File: config.mk
export PLATFORM = sky130hd
export DESIGN_NAME = cc1200_spi_slave
export DESIGN_NICKNAME = d
export VERILOG_FILES = /design/src/rtl/cc1200_spi_slave.sv
export SDC_FILE = /design/constraint.sdc
export NUM_CORES = 1
export LEC_CHECK = 0
export CAP_MARGIN = 20
export CORE_ASPECT_RATIO = 0.7
export CORE_MARGIN = 2
export CORE_UTILIZATION = 40
export CTS_BUF_LIST = sky130_fd_sc_hd__clkbuf_8
export DETAILED_ROUTE_END_ITERATION = 10
export HOLD_SLACK_MARGIN = 0.05
export PLACE_DENSITY = 0.53
export SYNTH_ARGS = -nofsm -noshare
export SYNTH_HDL_FRONTEND = slang
export SYNTH_SLANG_ARGS = --single-unit
File: constraint.sdc
create_clock -name clk -period 3.2 [get_ports clk]
set_input_delay 0.32 -clock clk [delete_from_list [all_inputs] [get_ports clk]]
set_output_delay 0.32 -clock clk [all_outputs]
set_load 0.05 [all_outputs]
File: src/rtl/cc1200_spi_slave.sv
// cc1200_spi_slave: CC1200-style SPI mode-0 slave with a 64x8 register file.
// Ports: clk/rstn (async active-low) block clock and reset; SCLK/MOSI/CS_n/MISO SPI pins;
// Status chip state returned in the status byte; Busy transaction in progress;
// WrStrobe/WrAddr/WrData one-clk write notification; DbgAddr/DbgData combinational register read.
// Macro CC1200_SPI_SLV_BURST_EN: when defined the header burst bit enables auto-incrementing bursts.
module cc1200_spi_slave #(
  parameter logic [7:0] REG_INIT    = 8'h00,
  parameter int         SYNC_STAGES = 2
) (
  input  logic       clk,
  input  logic       rstn,
  input  logic       SCLK,
  input  logic       MOSI,
  output logic       MISO,
  input  logic       CS_n,
  input  logic [2:0] Status,
  output logic       Busy,
  output logic       WrStrobe,
  output logic [5:0] WrAddr,
  output logic [7:0] WrData,
  input  logic [5:0] DbgAddr,
  output logic [7:0] DbgData
);
  localparam int N = SYNC_STAGES;
  typedef enum logic [1:0] {IDLE, HDR, DATA} state_t;
  state_t state, state_nxt;
  logic [N-1:0] sclk_s, mosi_s, cs_s;
  logic started, armed, rw, done;
  logic [2:0] cnt;
  logic [6:0] rx;
  logic [7:0] tx;
  logic [5:0] addr;
  logic [7:0] regs [64];
  logic cs_hi, cs_fall, s_rise, s_fall, act, last, more;
  logic [7:0] byte_in;
`ifdef CC1200_SPI_SLV_BURST_EN
  logic burst;
  assign more = burst;
`else
  assign more = 1'b0;
`endif
  // armed only rises once CS_n has been seen high after reset, so a CS_n held
  // low through reset cannot fake a falling edge out of the reset-high chain.
  always_ff @(posedge clk or negedge rstn) begin
    if (!rstn) begin
      sclk_s  <= '0;
      mosi_s  <= '0;
      cs_s    <= '1;
      started <= 1'b0;
      armed   <= 1'b0;
    end else begin
      sclk_s  <= {sclk_s[N-2:0], SCLK};
      mosi_s  <= {mosi_s[N-2:0], MOSI};
      cs_s    <= {cs_s[N-2:0], CS_n};
      started <= 1'b1;
      armed   <= armed | (started & cs_s[0]);
    end
  end
  assign cs_hi   = cs_s[N-2];
  assign cs_fall = ~cs_s[N-2] & cs_s[N-1] & armed;
  assign s_rise  = sclk_s[N-2] & ~sclk_s[N-1];
  assign s_fall  = ~sclk_s[N-2] & sclk_s[N-1];
  assign act     = (state != IDLE) & ~cs_hi;
  assign last    = s_rise & (cnt == 3'd7);
  assign byte_in = {rx, mosi_s[N-1]};
  always_ff @(posedge clk or negedge rstn) begin
    if (!rstn) state <= IDLE;
    else state <= state_nxt;
  end
  always_comb begin
    state_nxt = state;
    if (state == IDLE) state_nxt = cs_fall ? HDR : IDLE;
    else if (cs_hi) state_nxt = IDLE;
    else if (state == HDR && last) state_nxt = DATA;
  end
  // The next byte replaces the shift on the falling edge that ends a byte
  // (counter back at 0), so its MSB is on MISO before the next rising edge.
  always_ff @(posedge clk or negedge rstn) begin
    if (!rstn) begin
      cnt      <= 3'd0;
      rx       <= 7'd0;
      tx       <= 8'h00;
      addr     <= 6'd0;
      rw       <= 1'b0;
      done     <= 1'b0;
      WrStrobe <= 1'b0;
      WrAddr   <= 6'd0;
      WrData   <= 8'h00;
`ifdef CC1200_SPI_SLV_BURST_EN
      burst    <= 1'b0;
`endif
    end else begin
      WrStrobe <= 1'b0;
      if (state == IDLE) begin
        cnt  <= 3'd0;
        rx   <= 7'd0;
        tx   <= cs_fall ? {1'b0, Status, 4'h0} : 8'h00;
        done <= 1'b0;
      end else if (cs_hi) begin
        cnt <= 3'd0;
        rx  <= 7'd0;
        tx  <= 8'h00;
      end else begin
        if (s_rise) begin
          cnt <= cnt + 3'd1;
          rx  <= byte_in[6:0];
        end
        if (last && state == HDR) begin
          rw    <= byte_in[7];
          addr  <= byte_in[5:0];
`ifdef CC1200_SPI_SLV_BURST_EN
          burst <= byte_in[6];
`endif
        end
        if (last && state == DATA) begin
          if (!done && !rw) begin
            WrStrobe <= 1'b1;
            WrAddr   <= addr;
            WrData   <= byte_in;
          end
          if (more) addr <= addr + 6'd1;
          else done <= 1'b1;
        end
        if (s_fall) tx <= (state == DATA && cnt == 3'd0) ? ((rw && !done) ? regs[addr] : 8'h00) : {tx[6:0], 1'b0};
      end
    end
  end
  // The register commits at the end of the strobe cycle, so a debug read
  // during the strobe still shows the old contents.
  always_ff @(posedge clk or negedge rstn) begin
    if (!rstn) for (int i = 0; i < 64; i++) regs[i] <= REG_INIT;
    else if (WrStrobe) regs[WrAddr] <= WrData;
  end
  assign Busy    = state != IDLE;
  assign MISO    = act & tx[7];
  assign DbgData = regs[DbgAddr];
endmodule
==> summary.md <==
| Metric | Value |
|---|---|
| Reg2Reg Depth | `5` |
| Avg Vias per Cell | `6.10` |
| Post-Layout Cell Count | `3073` |
| Fmax achieved | `315 MHz` |
| Hold Violations, Final | `0` |
| Fraction of registers with async set/reset | `100%` |
| Crit path max fanout | `3` |
| Post-synth net total | `1947` |
| Root Buffer | `clkbuf_8` |
| Clk buf depth | `3` |
| Ys flop type | `dfrtp_1` |
| Buf/Inv on CP | `1` |
| Placed Instance Area | `31500 um^2` |
| Synth area leaders | `dfrtp_1, mux2_2, mux4_2, mux2i_1, clkbuf_1` |
| Width of the die | `329 um` |
| Hpwl dp | `61700 um` |
| Initial Utilization | `40.3%` |
| Setup Viol. Count Final | `0` |
| Cell taking the most area after synthesis | `dfrtp_1` |
| Die Height | `231 um` |
| Row cnt | `83` |
| ANT nets after route | `0` |
| Clk Latency, worst-skew pair | `0.72 ns` |
| Largest net degree at the start of global routing | `124` |
| R2R setup slack | `0.46 ns` |
| Final net count | `2046` |
| Max Cap Viol | `0` |
| Critical Path Stages | `6` |
| Ys Warns | `0` |
| Synth cell types | `48` |
| Share of layout cells above drive strength 1 | `53.3%` |
| RSZ-0062 raised after global routing | `yes` |
| Core ar. | `73200 um^2` |
| Number of enable flip-flop cells after synthesis | `0` |
| Reg clk slew, reported paths | `0.06 ns` |
| Setup TNS | `0 ns` |
| Measured slew at the worst slew-check pin | `0.996 ns` |
| Area delta synth->final | `13.9%` |
| Pins Over Slew Limit | `0` |
| WL/cell | `30.2 um` |
| CP max stage delay | `0.62 ns` |
| CP max stage cell | `mux4_2` |
| CTS Buf Count | `92` |
| PwrDens | `424 nW/um^2` |
| Residual DRC | `0` |
| Most used cell, CP | `mux4_2` |
| CP Capture Type | `primary output` |
| First-pass GRT wire length | `137000 um` |
| Post-synthesis average cell area | `15.3 um^2` |
| Register bit total from synthesis | `563` |
| Worst Path Arrival | `2.85 ns` |
| VDD IR max | `231 uV` |
| Share of the yosys chip area belonging to registers | `47.7%` |
| IO Pins | `39` |
| Top-area cell type share of the netlist area | `47.5%` |
| H-tree levels | `3` |
| Initial antenna violation count | `3` |
| Status | `complete, no violations` |
| Max-slew headroom | `33.4%` |
| CTS tree | `built` |
| Grt ovf | `0` |
| CTS Sinks | `563` |
| Critical path launch point type | `flip-flop` |
| Vias in the first global route | `19000` |
| Tmin final | `3.17 ns` |
| Mapped cell area | `29500 um^2` |
| HP Class | `input pin to asynchronous set/reset pin` |
| Routability cong. | `0.858` |
| Post-route setup slack | `0.0301 ns` |
| Fin crit share | `99.1%` |
| Vias | `18700` |
| LEAKAGE | `15.0 nW` |
| Required time of the critical path | `2.88 ns` |
| Synth Instances | `1930` |
| Global Route Usage Sum | `24.8%` |
| Critical path class | `flip-flop to primary output` |
| Most frequent cells in the layout | `dfrtp_1, mux2_2, mux4_2, clkbuf_8, buf_4` |
| Clk_skew | `0.0371 ns` |
| Placed cells | `2895` |
| Finished Cell Area | `33600 um^2` |
| Worst path cell trace | `mux4_2 -> mux4_2 -> nor2b_4 -> a211oi_2 -> a21oi_2 -> buf_6` |
| Final wirelength | `92700 um` |
| 1st-iter DRT viols | `1762` |
| Number of detailed-route iterations in the first pass | `6` |
| Cell family with most CP delay | `multiplexers` |
| Die area | `76100 um^2` |
| Input/output buffers | `38` |
| Most common cell after layout, fill and taps aside | `dfrtp_1` |
| Pre-CTS setup slack | `0.241 ns` |
[path summary, 6_finish.rpt]
check,start,endpoint
max in group asynchronous,rstn,regs[271]$_DFFE_PN0P_
hold / removal,rstn,regs[215]$_DFFE_PN0P_
setup / recovery,regs[414]$_DFFE_PN0P_,DbgData[6]
min in group clk,mosi_s[0]$_DFF_PN0_,mosi_s[1]$_DFF_PN0_
setup reg to reg,WrAddr[0]$_DFFE_PN0P_,regs[227]$_DFFE_PN0P_
hold reg to reg,mosi_s[0]$_DFF_PN0_,mosi_s[1]$_DFF_PN0_
[flip-flops by register name, summed over array words and instances (netlist names), 2 cells and up]
name,cells
WrAddr,6
WrData,8
addr,6
cnt,3
cs_s,2
mosi_s,2
regs,512
rx,7
sclk_s,2
state,2
tx,8
[cell usage after synthesis (2+ instances only)]
cell      number
a211oi_1       6
a21oi_1       27
a221oi_1       6
a222oi_1       6
a22o_1         3
a22oi_1       32
a31oi_1        2
and2_1         2
and3_1         3
and3b_1        2
buf_1          9
buf_2         24
buf_4         15
buf_6          8
clkbuf_1     109
dfrtp_1      561
dfstp_2        2
ha_1           3
inv_1          5
mux2_2       539
mux2i_1      106
mux4_2       264
nand2_1       80
nand2b_1       7
nand3_1       12
nand3b_1       3
nor2_1        41
nor2b_1       14
nor3_1         4
nor3b_1        3
nor4_1         6
o21ai_0        3
o21ai_1        6
o22ai_1        2
or3b_2         2
[final cells by class]
class	count	area (um^2)
Clock buffer	118	1620
Inverter	5	18.8
Multi-Input combinational cell	1197	14800
Tap cell	977	1220
Timing Repair Buffer	170	1610
Antenna cell	1	2.50
Sequential cell	563	14100
Clock inverter	42	285
Fill cell	6450	39600
[through the flow]
step	hold slack [ns]	power, mW	util, %
finish	0.132	14.3	45.9
global route	0.118	14.8	45.9
CTS	0.0926	14.4	45.8
detailed placement	0.254	7.75	43.0
global placement	0.254	7.74	43.0
floorplan	0.0244	7.48	-
[kinds of logic after synthesis]
family / count (synthesis) / synth area share (%)
multiplexers: 909 / 44.3
flip-flops: 563 / 47.7
AND/OR/NAND/NOR: 184 / 2.90
buffers and inverters: 170 / 2.66
AO/OA/AOI/OAI: 100 / 2.33
adder cells (fa/ha/maj): 3 / 0.127
other: 1 / 0.0127
[what timing repair did]
| item | in CTS | in global routing |
|---|---|---|
| pin swaps | 2 | 2 |
| endpoints found under the hold margin | 385 | 0 |
| buffers inserted | 6 | 7 |
| resized for setup | 21 | 13 |
| endpoints found under the setup margin | 8 | 8 |
| hold buffers | 4 | 0 |
[routing by layer]
layer | GRT usage, % | vias to the layer above | share of wire, %
li1 | - | 7685 | -
met1 | 38.1 | 10200 | 48
met5 | 0 | - | 0
met4 | 6.01 | 0 | 1.9
met3 | 7.12 | 112 | 8.5
met2 | 34.2 | 717 | 42
[power by group]
part           internal (mW)  switching [mW]  leakage, nW
Combinational          0.154           0.327         6.12
Clock                   3.61            3.04         1.08
Sequential              7.13         0.00859         7.82
Total                   10.9            3.37         15.0
(Power assumes the default switching activity.)
